File: src/rtl/kbest_layer_sched_pkg.sv
// Shared types and defaults for the K-best layer scheduler.
package kbest_layer_sched_pkg;

    typedef enum logic [2:0] {
        StIdle,
        StExpand,
        StWaitC,
        StEnum,
        StDone
    } ks_state_e;

    localparam int unsigned KS_NUM_LAYER_DEF = 4;
    localparam int unsigned KS_TIMEOUT_DEF   = 64;

    // Bits needed to hold the values 0..max_val.
    function automatic int unsigned ks_cnt_width(input int unsigned max_val);
        return $clog2(max_val + 1);
    endfunction

endpackage

File: src/rtl/kbest_layer_sched_dn_timer.sv
// Loadable down-counter shared by the expansion timeout and the enumeration wait.
module kbest_layer_sched_dn_timer #(
    parameter int unsigned WIDTH = 7
) (
    input  logic             clk,
    input  logic             rst,
    input  logic             load,
    input  logic [WIDTH-1:0] load_val,
    input  logic             en,
    output logic [WIDTH-1:0] cnt,
    output logic             last
);

    logic [WIDTH-1:0] cnt_q, cnt_d;

    always_comb begin
        cnt_d = cnt_q;
        if (load) begin
            cnt_d = load_val;
        end else if (en && (cnt_q != '0)) begin
            cnt_d = cnt_q - WIDTH'(1);
        end
    end

    always_ff @(posedge clk or negedge rst) begin
        if (!rst) begin
            cnt_q <= '0;
        end else begin
            cnt_q <= cnt_d;
        end
    end

    assign cnt  = cnt_q;
    // Final cycle of the current count: the next decrement reaches zero.
    assign last = (cnt_q == WIDTH'(1));

endmodule

File: src/rtl/kbest_layer_sched.sv
// K-best detector layer sequencer: walks one frame through all tree layers, top layer first,
// driving expansion, enumeration and survivor-capture strobes.
module kbest_layer_sched
    import kbest_layer_sched_pkg::*;
#(
    parameter int unsigned NUM_LAYER = KS_NUM_LAYER_DEF,
    parameter int unsigned ENUM_LAT  = 1,
    parameter int unsigned TIMEOUT   = KS_TIMEOUT_DEF,
    parameter int unsigned LW        = 2
) (
    input  logic          clk,
    input  logic          rst,
    input  logic          start_valid,
    output logic          start_ready,
    output logic [LW-1:0] lyr_idx,
    output logic          surv_init,
    output logic          exp_en,
    input  logic          cand_valid,
    output logic          enum_launch,
    output logic          surv_we,
    output logic          out_valid,
    input  logic          out_ready,
    output logic          err,
    output logic          busy,
    output logic [15:0]   frame_cnt
);

    localparam int unsigned TW = ks_cnt_width(TIMEOUT);

    ks_state_e     state_q, state_d;
    logic [LW-1:0] lyr_q, lyr_d;
    logic          surv_init_q, surv_init_d;
    logic [15:0]   frame_cnt_q, frame_cnt_d;
    logic          start_ready_q, busy_q, exp_en_q, out_valid_q;
    logic          err_q, err_d;
    logic          surv_we_q, surv_we_d;

    logic          tmr_load, tmr_en, tmr_last;
    logic [TW-1:0] tmr_val, tmr_cnt;
    logic          launch, layer_done;

    kbest_layer_sched_dn_timer #(
        .WIDTH (TW)
    ) u_timer (
        .clk      (clk),
        .rst      (rst),
        .load     (tmr_load),
        .load_val (tmr_val),
        .en       (tmr_en),
        .cnt      (tmr_cnt),
        .last     (tmr_last)
    );

    assign launch = (state_q == StWaitC) && cand_valid;

    always_comb begin
        state_d     = state_q;
        lyr_d       = lyr_q;
        surv_init_d = surv_init_q;
        frame_cnt_d = frame_cnt_q;
        err_d       = 1'b0;
        tmr_load    = 1'b0;
        tmr_val     = TW'(TIMEOUT);
        tmr_en      = 1'b0;
        layer_done  = 1'b0;

        unique case (state_q)
            StIdle: begin
                if (start_valid && start_ready_q) begin
                    lyr_d       = LW'(NUM_LAYER - 1);
                    surv_init_d = 1'b1;
                    state_d     = StExpand;
                end
            end
            StExpand: begin
                tmr_load = 1'b1;
                state_d  = StWaitC;
            end
            StWaitC: begin
                // A late cand_valid on the expiry cycle still counts.
                if (cand_valid) begin
                    if (ENUM_LAT == 0) begin
                        layer_done = 1'b1;
                    end else begin
                        tmr_load = 1'b1;
                        tmr_val  = TW'(ENUM_LAT);
                        state_d  = StEnum;
                    end
                end else if (tmr_last) begin
                    err_d       = 1'b1;
                    surv_init_d = 1'b0;
                    state_d     = StIdle;
                end else begin
                    tmr_en = 1'b1;
                end
            end
            StEnum: begin
                if (tmr_last) begin
                    layer_done = 1'b1;
                end else begin
                    tmr_en = 1'b1;
                end
            end
            StDone: begin
                if (out_ready) begin
                    frame_cnt_d = frame_cnt_q + 16'd1;
                    state_d     = StIdle;
                end
            end
            default: state_d = StIdle;
        endcase

        if (layer_done) begin
            if (lyr_q == '0) begin
                state_d = StDone;
            end else begin
                lyr_d       = lyr_q - LW'(1);
                surv_init_d = 1'b0;
                state_d     = StExpand;
            end
        end
    end

    // Registered strobe lands on the final ENUM cycle, i.e. launch + ENUM_LAT.
    assign surv_we_d = (launch && (ENUM_LAT == 1)) ||
                       ((state_q == StEnum) && (tmr_cnt == TW'(2)));

    always_ff @(posedge clk or negedge rst) begin
        if (!rst) begin
            state_q       <= StIdle;
            lyr_q         <= '0;
            surv_init_q   <= 1'b0;
            frame_cnt_q   <= '0;
            start_ready_q <= 1'b0;
            busy_q        <= 1'b0;
            exp_en_q      <= 1'b0;
            out_valid_q   <= 1'b0;
            err_q         <= 1'b0;
            surv_we_q     <= 1'b0;
        end else begin
            state_q       <= state_d;
            lyr_q         <= lyr_d;
            surv_init_q   <= surv_init_d;
            frame_cnt_q   <= frame_cnt_d;
            start_ready_q <= (state_d == StIdle);
            busy_q        <= (state_d != StIdle);
            exp_en_q      <= (state_d == StExpand);
            out_valid_q   <= (state_d == StDone);
            err_q         <= err_d;
            surv_we_q     <= surv_we_d;
        end
    end

    assign start_ready = start_ready_q;
    assign lyr_idx     = lyr_q;
    assign surv_init   = surv_init_q;
    assign exp_en      = exp_en_q;
    assign enum_launch = launch;
    assign surv_we     = (ENUM_LAT == 0) ? launch : surv_we_q;
    assign out_valid   = out_valid_q;
    assign err         = err_q;
    assign busy        = busy_q;
    assign frame_cnt   = frame_cnt_q;

endmodule

File: config.mk
export PLATFORM = sky130hd
export DESIGN_NAME = kbest_layer_sched
export DESIGN_NICKNAME = d
export VERILOG_FILES = /design/src/rtl/kbest_layer_sched_pkg.sv /design/src/rtl/kbest_layer_sched_dn_timer.sv /design/src/rtl/kbest_layer_sched.sv
export SDC_FILE = /design/constraint.sdc
export NUM_CORES = 1
export LEC_CHECK = 0
export ABC_AREA = 0
export ABC_CLOCK_PERIOD_IN_PS = 3110
export CORE_MARGIN = 2
export CORE_UTILIZATION = 49
export CTS_CLUSTER_DIAMETER = 120
export DETAILED_ROUTE_END_ITERATION = 12
export HOLD_SLACK_MARGIN = 0.06
export PLACE_DENSITY = 0.78
export SLEW_MARGIN = 20
export SYNTH_ARGS = -nofsm -noshare
export SYNTH_HDL_FRONTEND = slang
export SYNTH_SLANG_ARGS = --single-unit
File: constraint.sdc
create_clock -name clk -period 3.11 [get_ports clk]
set_clock_uncertainty 0.2 [all_clocks]
set_input_delay 0.622 -clock clk [delete_from_list [all_inputs] [get_ports clk]]
set_output_delay 0.622 -clock clk [all_outputs]
set_load 0.005 [all_outputs]
==> metrics <==
Avg Cell Area, Syn 10.6 sq um; GRT Total Usage 0.204; synthesized cell area 1680 sq um; post-detail-place hpwl 2.42 mm; Least-Margin Pin Slew 511 ps; clock sink count 35; Seq/Total Area, Yosys 0.521; post-synth top area share 0.521; Die Ht 62.6 um; f_max 362 MHz; number of global-route vias before repair 1313; maximum VDD drop 0.301 mV; Req. time, crit path 2290 ps; mux share of post-synthesis cell area 0.0127; IO buf count 30; Syn Inst Count 158; CTS tree done; syn_nets 167; post-synth cell types 42; Final min period 2760 ps; Synth Flop Type dfrtp_1; Routed Antenna Nets 0; top post-synthesis cells by area dfrtp_1 (52%), xnor2_1 (4.7%), nor2_1 (3.1%); antenna violations before repair 0; yosys warns 0; via count 1300; status complete, no violations; adder-cell area share of the yosys netlist 0.0298; n_diodes 0; first-pass GRT wire length 6.31 mm; largest family of logic cells by synthesized area simple AND/OR/NAND/NOR gates; clock buffers created by TritonCTS 5; # Post-CTS Setup Buffers 0; Final Hold Vio Count 0; final worst path period share 0.889; routability congestion estimate 0.855; H-Tree Depth 2; die extent in x 62.6 um; wire length per cell 14.3 um; Total Wirelength 3.42 mm; post-CTS resize count 0; share of cells above drive strength 1 0.0933; Setup-failing EPs final 0; Cell Area, Placed 2030 sq um; Remaining DRCs 0; num ports 31; first drt pass iteration count 6; global route overflow 0; Worst-path clk slew 120 ps; final core utilization 0.630; Worst-Skew Late Latency 340 ps; Slew Limit Fails 0; EDFF count, synth 0; post-DR vias/cell 5.44; Final Power 1.46 mW; RSZ-0062 raised after global routing no; core area 3310 sq um; xor/xnor cell area share of the yosys netlist 0.0782; crit-path max FO 4; clk buf depth 2; # rows 21; Worst setup EP type primary output; #FFs+latches synth 35; type of origin of the critical path input pin; setup TNS 0 ps; final-stage net count 201; asr flop ratio synth 1.00; PwrDens 699 nW/um^2; Slew HR 0.657; Synth area leader dfrtp_1; Starting Density 0.508; crit path DAT 1940 ps; Max Cap Viol 0; Compound-Gate Fraction of Synth Area 0.0849; full die area 3910 sq um; CTS root buf clkbuf_4; largest net degree at the start of global routing 36; area grow syn2layout 24.1%; Hold WC Path Type reg2reg; static leakage 0.927 nW; post-synthesis simple-gate area fraction 0.244; most common cell in the synthesized netlist dfrtp_1; CTS Hold Bufs 0; most frequent cells after synthesis dfrtp_1 (35), nor2_1 (14), xnor2_1 (9); DRT iter0 DRCs 80; kind of critical path in2out; design area 2080 sq um
## layout make-up
| class | count | area, sq um |
|---|---|---|
| clock buffers | 5 | 37.5 |
| clock inverters | 3 | 20.0 |
| fillers | 282 | 1230 |
| inverters | 4 | 15.0 |
| multi-input cells | 113 | 756 |
| flip-flops and latches | 35 | 876 |
| well taps | 46 | 57.6 |
| repair buffers | 33 | 323 |
## cells by family after synthesis
logic type      after synthesis
xor+xnor                     15
flops                        35
fa+ha+maj                     4
mux                           2
buf+inv                      10
compound gates               22
simple gates                 70
## critical path, stage by stage
cell and delay, ps:
clkdlybuf4s50_1 520, nand2b_1 100, nor2_1 160, clkdlybuf4s50_1 540
## power by group
| group | total (mW) | switching (mW) | leakage [nW] | internal (mW) |
|---|---|---|---|---|
| combinational | 0.565 | 0.277 | 0.445 | 0.288 |
| sequential | 0.649 | 0.104 | 0.454 | 0.545 |
| clock | 0.243 | 0.156 | 0.0272 | 0.0863 |
| total | 1.46 | 0.537 | 0.927 | 0.919 |
## worst paths after layout
kind | cells after the start | endpoint | slack, ps | startpoint
worst max-delay path | 4 | enum_launch | 350 | cand_valid
worst min-delay path | 1 | frame_cnt[15] | 280 | frame_cnt[15]
worst max register to register | 4 | busy | 870 | u_timer.cnt[3]
worst min register to register | 1 | frame_cnt[15] | 280 | frame_cnt[15]
max in group asynchronous | 2 | frame_cnt[3] | 1900 | rst
min in group asynchronous | 2 | state_q[0] | 470 | rst
## flip-flops by register name, indices dropped and copies added, names as in the netlist
name and cells:
state_q 3, err 1, surv_we 1, out_valid 1, surv_init 1, lyr_idx 2
u_timer.cnt 7, start_ready 1, exp_en 1, busy 1, frame_cnt 16
## layer usage
layer,track usage,up-vias,part of all wire
met5,0,-,0
met4,0.0917,0,0.019
met3,0.0396,5,0.050
met2,0.329,37,0.48
met1,0.267,628,0.45
li1,-,630,-
## cells in the final DEF (no fill, tap or decap), types with 2 or more instances in the layout
cell type         n
clkinvlp_4        2
xnor2_1           9
xor2_1            6
dfrtp_1          35
nand4_1           5
nor3_1            7
nand3_1           7
buf_4             3
or3_1             4
a31o_2            2
ha_1              4
nand3b_1          2
a21oi_1           7
nor2_1           14
nor2b_1           3
nand2_1           7
inv_1             4
and2_1            2
and3_1            2
clkdlybuf4s50_1  30
clkbuf_4          5
nand2b_1          5
nor4_1            3
o21ai_0           5
## stage by stage
step	std cells	hold slack (ps)	setup WS (ps)
after global routing	239	304	259
after CTS	239	287	360
final	239	281	347
after global placement	231	263	379
after detailed placement	231	264	378
after floorplan	158	126	1020
Note: power is estimated with default switching activity, not from simulation.
